[src/rtl/decap_header_stripper.sv]
`default_nettype none
// decap_header_stripper (rev 1.0): strips the outer Ethernet+IPv4 header from matching
// encapsulated AXI-Stream frames and realigns the inner frame to byte 0; other frames pass through.
module decap_header_stripper #(
  parameter int C_AXIS_DATA_WIDTH  = 256,
  parameter int C_AXIS_TUSER_WIDTH = 128,
  parameter int STRIP_BYTES        = 34
) (
  input  logic                            ACLK,
  input  logic                            ARESET,
  input  logic [C_AXIS_DATA_WIDTH-1:0]    s_axis_tdata,
  input  logic [C_AXIS_DATA_WIDTH/8-1:0]  s_axis_tkeep,
  input  logic [C_AXIS_TUSER_WIDTH-1:0]   s_axis_tuser,
  input  logic                            s_axis_tvalid,
  input  logic                            s_axis_tlast,
  output logic                            s_axis_tready,
  output logic [C_AXIS_DATA_WIDTH-1:0]    m_axis_tdata,
  output logic [C_AXIS_DATA_WIDTH/8-1:0]  m_axis_tkeep,
  output logic [C_AXIS_TUSER_WIDTH-1:0]   m_axis_tuser,
  output logic                            m_axis_tvalid,
  output logic                            m_axis_tlast,
  input  logic                            m_axis_tready,
  input  logic                            decap_begin,
  input  logic [7:0]                      encap_proto
);

  localparam int BYTES = C_AXIS_DATA_WIDTH / 8;
  localparam int OFF   = STRIP_BYTES - BYTES;  // header bytes still present in beat 1
  localparam int RES   = BYTES - OFF;          // residual bytes carried between beats

  typedef enum logic [2:0] {
    ST_FIRST     = 3'd0,
    ST_PASS      = 3'd1,
    ST_DROP_WAIT = 3'd2,
    ST_SHIFT     = 3'd3,
    ST_FLUSH     = 3'd4
  } state_t;

  state_t                          state_q, state_d;
  logic [C_AXIS_DATA_WIDTH-1:0]    res_data_q, res_data_d;
  logic [BYTES-1:0]                res_keep_q, res_keep_d;
  logic [C_AXIS_TUSER_WIDTH-1:0]   user_q, user_d;
  logic [C_AXIS_DATA_WIDTH-1:0]    m_data_q, m_data_d;
  logic [BYTES-1:0]                m_keep_q, m_keep_d;
  logic [C_AXIS_TUSER_WIDTH-1:0]   m_user_q, m_user_d;
  logic                            m_valid_q, m_valid_d;
  logic                            m_last_q, m_last_d;

  logic                            m_free;
  logic                            s_fire;
  logic                            strip;
  logic [C_AXIS_DATA_WIDTH-1:0]    din;

  // Bytes outside tkeep are zeroed on entry so every shifted beat is clean.
  for (genvar gi = 0; gi < BYTES; gi++) begin : g_mask
    assign din[8*gi +: 8] = s_axis_tkeep[gi] ? s_axis_tdata[8*gi +: 8] : 8'h00;
  end

  assign m_free        = !m_valid_q || m_axis_tready;
  assign s_axis_tready = !ARESET && m_free && (state_q != ST_FLUSH);
  assign s_fire        = s_axis_tvalid && s_axis_tready;

  assign strip = decap_begin
              && (s_axis_tdata[8*12 +: 8] == 8'h08)
              && (s_axis_tdata[8*13 +: 8] == 8'h00)
              && (s_axis_tdata[8*23 +: 8] == encap_proto)
              && (s_axis_tuser[15:0] > 16'(STRIP_BYTES));

  always_comb begin
    state_d    = state_q;
    res_data_d = res_data_q;
    res_keep_d = res_keep_q;
    user_d     = user_q;
    m_data_d   = m_data_q;
    m_keep_d   = m_keep_q;
    m_user_d   = m_user_q;
    m_last_d   = m_last_q;
    m_valid_d  = m_valid_q && !m_axis_tready;

    unique case (state_q)
      ST_FIRST: begin
        if (s_fire) begin
          if (strip) begin
            user_d        = s_axis_tuser;
            user_d[15:0]  = s_axis_tuser[15:0] - 16'(STRIP_BYTES);
            state_d       = s_axis_tlast ? ST_FIRST : ST_DROP_WAIT;
          end else begin
            m_valid_d = 1'b1;
            m_data_d  = din;
            m_keep_d  = s_axis_tkeep;
            m_user_d  = s_axis_tuser;
            m_last_d  = s_axis_tlast;
            state_d   = s_axis_tlast ? ST_FIRST : ST_PASS;
          end
        end
      end

      ST_PASS: begin
        if (s_fire) begin
          m_valid_d = 1'b1;
          m_data_d  = din;
          m_keep_d  = s_axis_tkeep;
          m_user_d  = s_axis_tuser;
          m_last_d  = s_axis_tlast;
          if (s_axis_tlast) state_d = ST_FIRST;
        end
      end

      ST_DROP_WAIT: begin
        if (s_fire) begin
          res_data_d = din >> (8 * OFF);
          res_keep_d = s_axis_tkeep >> OFF;
          if (s_axis_tlast) begin
            state_d = s_axis_tkeep[OFF] ? ST_FLUSH : ST_FIRST;
          end else begin
            state_d = ST_SHIFT;
          end
        end
      end

      ST_SHIFT: begin
        if (s_fire) begin
          m_valid_d  = 1'b1;
          m_data_d   = res_data_q | (din << (8 * RES));
          m_keep_d   = res_keep_q | (s_axis_tkeep << RES);
          m_user_d   = user_q;
          // Bit OFF of tkeep set means the beat overflows the output and needs a flush beat.
          m_last_d   = s_axis_tlast && !s_axis_tkeep[OFF];
          res_data_d = din >> (8 * OFF);
          res_keep_d = s_axis_tkeep >> OFF;
          if (s_axis_tlast) state_d = s_axis_tkeep[OFF] ? ST_FLUSH : ST_FIRST;
        end
      end

      ST_FLUSH: begin
        if (m_free) begin
          m_valid_d = 1'b1;
          m_data_d  = res_data_q;
          m_keep_d  = res_keep_q;
          m_user_d  = user_q;
          m_last_d  = 1'b1;
          state_d   = ST_FIRST;
        end
      end

      default: state_d = ST_FIRST;
    endcase
  end

  always_ff @(posedge ACLK) begin
    if (ARESET) begin
      state_q    <= ST_FIRST;
      res_data_q <= '0;
      res_keep_q <= '0;
      user_q     <= '0;
      m_data_q   <= '0;
      m_keep_q   <= '0;
      m_user_q   <= '0;
      m_valid_q  <= 1'b0;
      m_last_q   <= 1'b0;
    end else begin
      state_q    <= state_d;
      res_data_q <= res_data_d;
      res_keep_q <= res_keep_d;
      user_q     <= user_d;
      m_data_q   <= m_data_d;
      m_keep_q   <= m_keep_d;
      m_user_q   <= m_user_d;
      m_valid_q  <= m_valid_d;
      m_last_q   <= m_last_d;
    end
  end

  assign m_axis_tdata  = m_data_q;
  assign m_axis_tkeep  = m_keep_q;
  assign m_axis_tuser  = m_user_q;
  assign m_axis_tvalid = m_valid_q;
  assign m_axis_tlast  = m_last_q;

endmodule
`default_nettype wire

[config.mk]
export PLATFORM = sky130hd
export DESIGN_NAME = decap_header_stripper
export DESIGN_NICKNAME = d
export VERILOG_FILES = /design/src/rtl/decap_header_stripper.sv
export SDC_FILE = /design/constraint.sdc
export NUM_CORES = 2
export LEC_CHECK = 0
export CELL_PAD_IN_SITES_DETAIL_PLACEMENT = 2
export CELL_PAD_IN_SITES_GLOBAL_PLACEMENT = 2
export CORE_ASPECT_RATIO = 0.8
export CORE_UTILIZATION = 33
export DETAILED_ROUTE_END_ITERATION = 10
export PLACE_DENSITY_LB_ADDON = 0.1
export SLEW_MARGIN = 20
export SYNTH_ARGS = -nofsm -noshare
export SYNTH_HDL_FRONTEND = slang
export SYNTH_SLANG_ARGS = --single-unit
[constraint.sdc]
create_clock -name ACLK -period 5.7 [get_ports ACLK]
set_input_delay 0.57 -clock ACLK [delete_from_list [all_inputs] [get_ports ACLK]]
set_output_delay 0.57 -clock ACLK [all_outputs]
set_load 0.005 [all_outputs]
==> out/summary.txt <==
All-layer global routing usage: 29.79%
Cell family with most CP delay: buffers and inverters
Starting DRT DRC Count: 2146
VDD IR max: 0.1924 mV
Clock Sink Count: 819
DRC: 0
Die ar.: 113500 um^2
Total CTS buffers: 93
# fillers: 11790
First-pass GRT wire length: 258200 um
Hold_ws: 0.4126 ns
GR peak layer: met2
Post-CTS sizing: 0
Hold Fails Final Rpt: 0
Post-CTS setup buffers: 0
Vias: 36060
Slowest cell on the critical path: or4b_4
Fin crit period: 3.726 ns
CP peak stage delay: 0.62 ns
Worst-Margin Slew: 1.179 ns
Post-Route Setup TNS: 0 ns
Global route overflow: 0
Slew HR: 21.43%
Total iterations of the first detailed-routing run: 7
Pwr/cell area: 299.1 nW/um^2
Number of global-route vias before repair: 37990
# hold bufs at CTS: 0
Nets@finish: 5035
IO Pins: 849
CP cell instances: clkdlybuf4s50_1, or4_4, or4b_4, o32ai_4, buf_12, buf_12, a211oi_1, a211oi_2
Clk_lat worst skew: 0.68 ns
Largest net degree at the start of global routing: 177
CTS tree: built
Antenna-violating nets left: 0
Commonest non-fill, non-tap cell in the layout: clkdlybuf4s50_1
Arr. time, crit path: 4.32 ns
Post-synth top area share: 44.30%
Share of cells above drive strength 1: 10.49%
R2r endpoint: res_keep_q[15]$_SDFFE_PP0P_
Max Fclk: 268.4 MHz
Pleak: 16.87 nW
Clock buffer depth: 3
Register area: 16400 um^2
Worst hold path depth: 2
Cell mode on critical path: buf_12
Worst Setup Start Kind: input pin
Worst r2r path cells: 6
Placer Congestion: 0.8179
Initial antenna violation count: 46
Worst Path Buf+Inv: 3
Crit Reg-Reg Startpoint: state_q[2]$_SDFFE_PP0P_
Met3 usage: 6.353%
Clock transition at path regs: 0.06 ns
Syn avg cell area: 8.998 um^2
Die H: 301.5 um
CP endpoint: m_axis_tdata[70]$_SDFFE_PP0P_
Crit. End Element: flip-flop
Synth unique cells: 48
Status: finished, final reports clean
Classification of the worst setup path: input pin to flip-flop
Post-Syn Nets: 4544
Synth top area cells: dfxtp_1 44%, a211oi_1 11%, a211oi_2 9.1%
Core Region: 110900 um^2
Worst setup startpoint: s_axis_tuser[11]
Max Cap Violations: 0
Worst R2R Setup Slack: 2.04 ns
Final wirelength: 176700 um
Final period utilization: 65.37%
WP depth: 8
Min-delay worst type: input pin to flip-flop
Footprint of the multi-input gates: 18440 um^2
Vias per cell: 5.823
GRT met2 Usage: 48.99%
Setup Skew: 0.02243 ns
Worst Path Required: 6.29 ns
Most frequent cells in the layout: 847 x clkdlybuf4s50_1, 819 x dfxtp_1, 644 x a21oi_1
Post-DR wirelength/cell: 28.53 um
# H-tree levels: 3
Initial Util: 33.38%
Critical path fanouts, max: 115
Final Slew Violations: 0
Ys Warns: 0
Sequential area share after synthesis: 44.30%
Post-synth EDFFs: 0
Yosys reg bits: 819
Synth-to-Final Area Change: 32.88%
Port Buffers: 848
RSZ-0062 raised after global routing: no
Most common flop cell mapped by yosys: dfxtp_1
Mapped cell area: 37010 um^2
Post-synth ARST share: 0%
Leading area contributor after synthesis: dfxtp_1
Post-DP HPWL: 114100 um
Global-route met1 utilization: 37.73%
Num rows: 109
Final setup violation count: 0
Cells after Synth: 4113
Die X: 376.4 um
CTS root buf: clkbuf_16
final cells by class:
cell class / instances / share of cell area [%]
diodes: 22 / 0.1119
inverters: 6 / 0.04580
well taps: 1498 / 3.811
multi-input cells: 2783 / 37.50
clock buffers: 133 / 5.676
flip-flops and latches: 819 / 33.34
clock inverters: 30 / 0.8727
repair buffers: 901 / 18.64
through the flow:
step,setup slack [ns],std cells,instance area (um^2),power [mW],util [%]
after floorplan,2.810,4113,37010,7.123,-
after CTS,2.012,6170,49120,14.86,44.30
after global placement,1.400,6007,45900,8.346,41.40
after detailed placement,1.262,6007,45900,8.390,41.40
after global routing,1.773,6188,49170,15.21,44.34
final,1.974,6192,49180,14.71,44.35
synthesized netlist by cell type, types with 19 or more instances:
master and instances:
dfxtp_1 819, clkbuf_1 382, buf_6 24, and3_1 243, a211oi_2 270, a21oi_1 645
o21ai_0 133, nand2_1 305, buf_4 19, nand3_1 368, buf_2 65, a211oi_1 564
mux2i_1 159
power by group:
group / internal [mW] / switching (mW)
clock: 3.84 / 2.60
sequential: 5.97 / 0.154
combinational: 1.04 / 1.11
per-layer routing:
| metal | vias up | wire length [um] |
|---|---|---|
| met3 | 310 | 9217 |
| met4 | 48 | 7241 |
| met2 | 847 | 83410 |
| li1 | 16410 | - |
| met5 | - | 300 |
| met1 | 18450 | 76490 |
worst min-delay path by stage:
stage	from	to	slack (ns)
detailed placement	res_keep_q[0]$_SDFFE_PP0P_	res_keep_q[0]$_SDFFE_PP0P_	0.45
global placement	res_data_q[196]$_SDFFE_PP0P_	res_data_q[196]$_SDFFE_PP0P_	0.44
CTS	ARESET	res_data_q[237]$_SDFFE_PP0P_	0.37
finish	ARESET	user_q[124]$_SDFFE_PP0P_	0.41
floorplan	res_keep_q[0]$_SDFFE_PP0P_	res_keep_q[0]$_SDFFE_PP0P_	0.44
global route	ARESET	user_q[72]$_SDFFE_PP0P_	0.43
worst register-to-register path: stages, from the launching register on:
cell and delay, ns:
dfxtp_1 0.55, nor3b_1 0.88, nor3_1 0.35, nand2_4 0.84, buf_4 0.61, nand2_1 0.13
a21oi_1 0.20
registers in the layout, indices dropped and copies added (netlist names):
register,flops
m_axis_tdata,256
res_data_q,240
m_axis_tuser,128
user_q,128
m_axis_tkeep,32
res_keep_q,30
state_q,3
m_axis_tlast,1
m_axis_tvalid,1
kinds of logic (layout without fill, tap and decap cells):
kind of cell | count (synthesis) | in the layout | share of synthesized area, %
compound gates | 1648 | 1648 | 31.93
xor+xnor | 20 | 20 | 0.4733
fa+ha+maj | 1 | 1 | 0.03380
buf+inv | 511 | 1070 | 6.112
flops | 819 | 819 | 44.30
mux | 159 | 159 | 4.300
other cells | 0 | 22 | 0
simple gates | 955 | 955 | 12.85
Note: power is estimated with default switching activity, not from simulation.
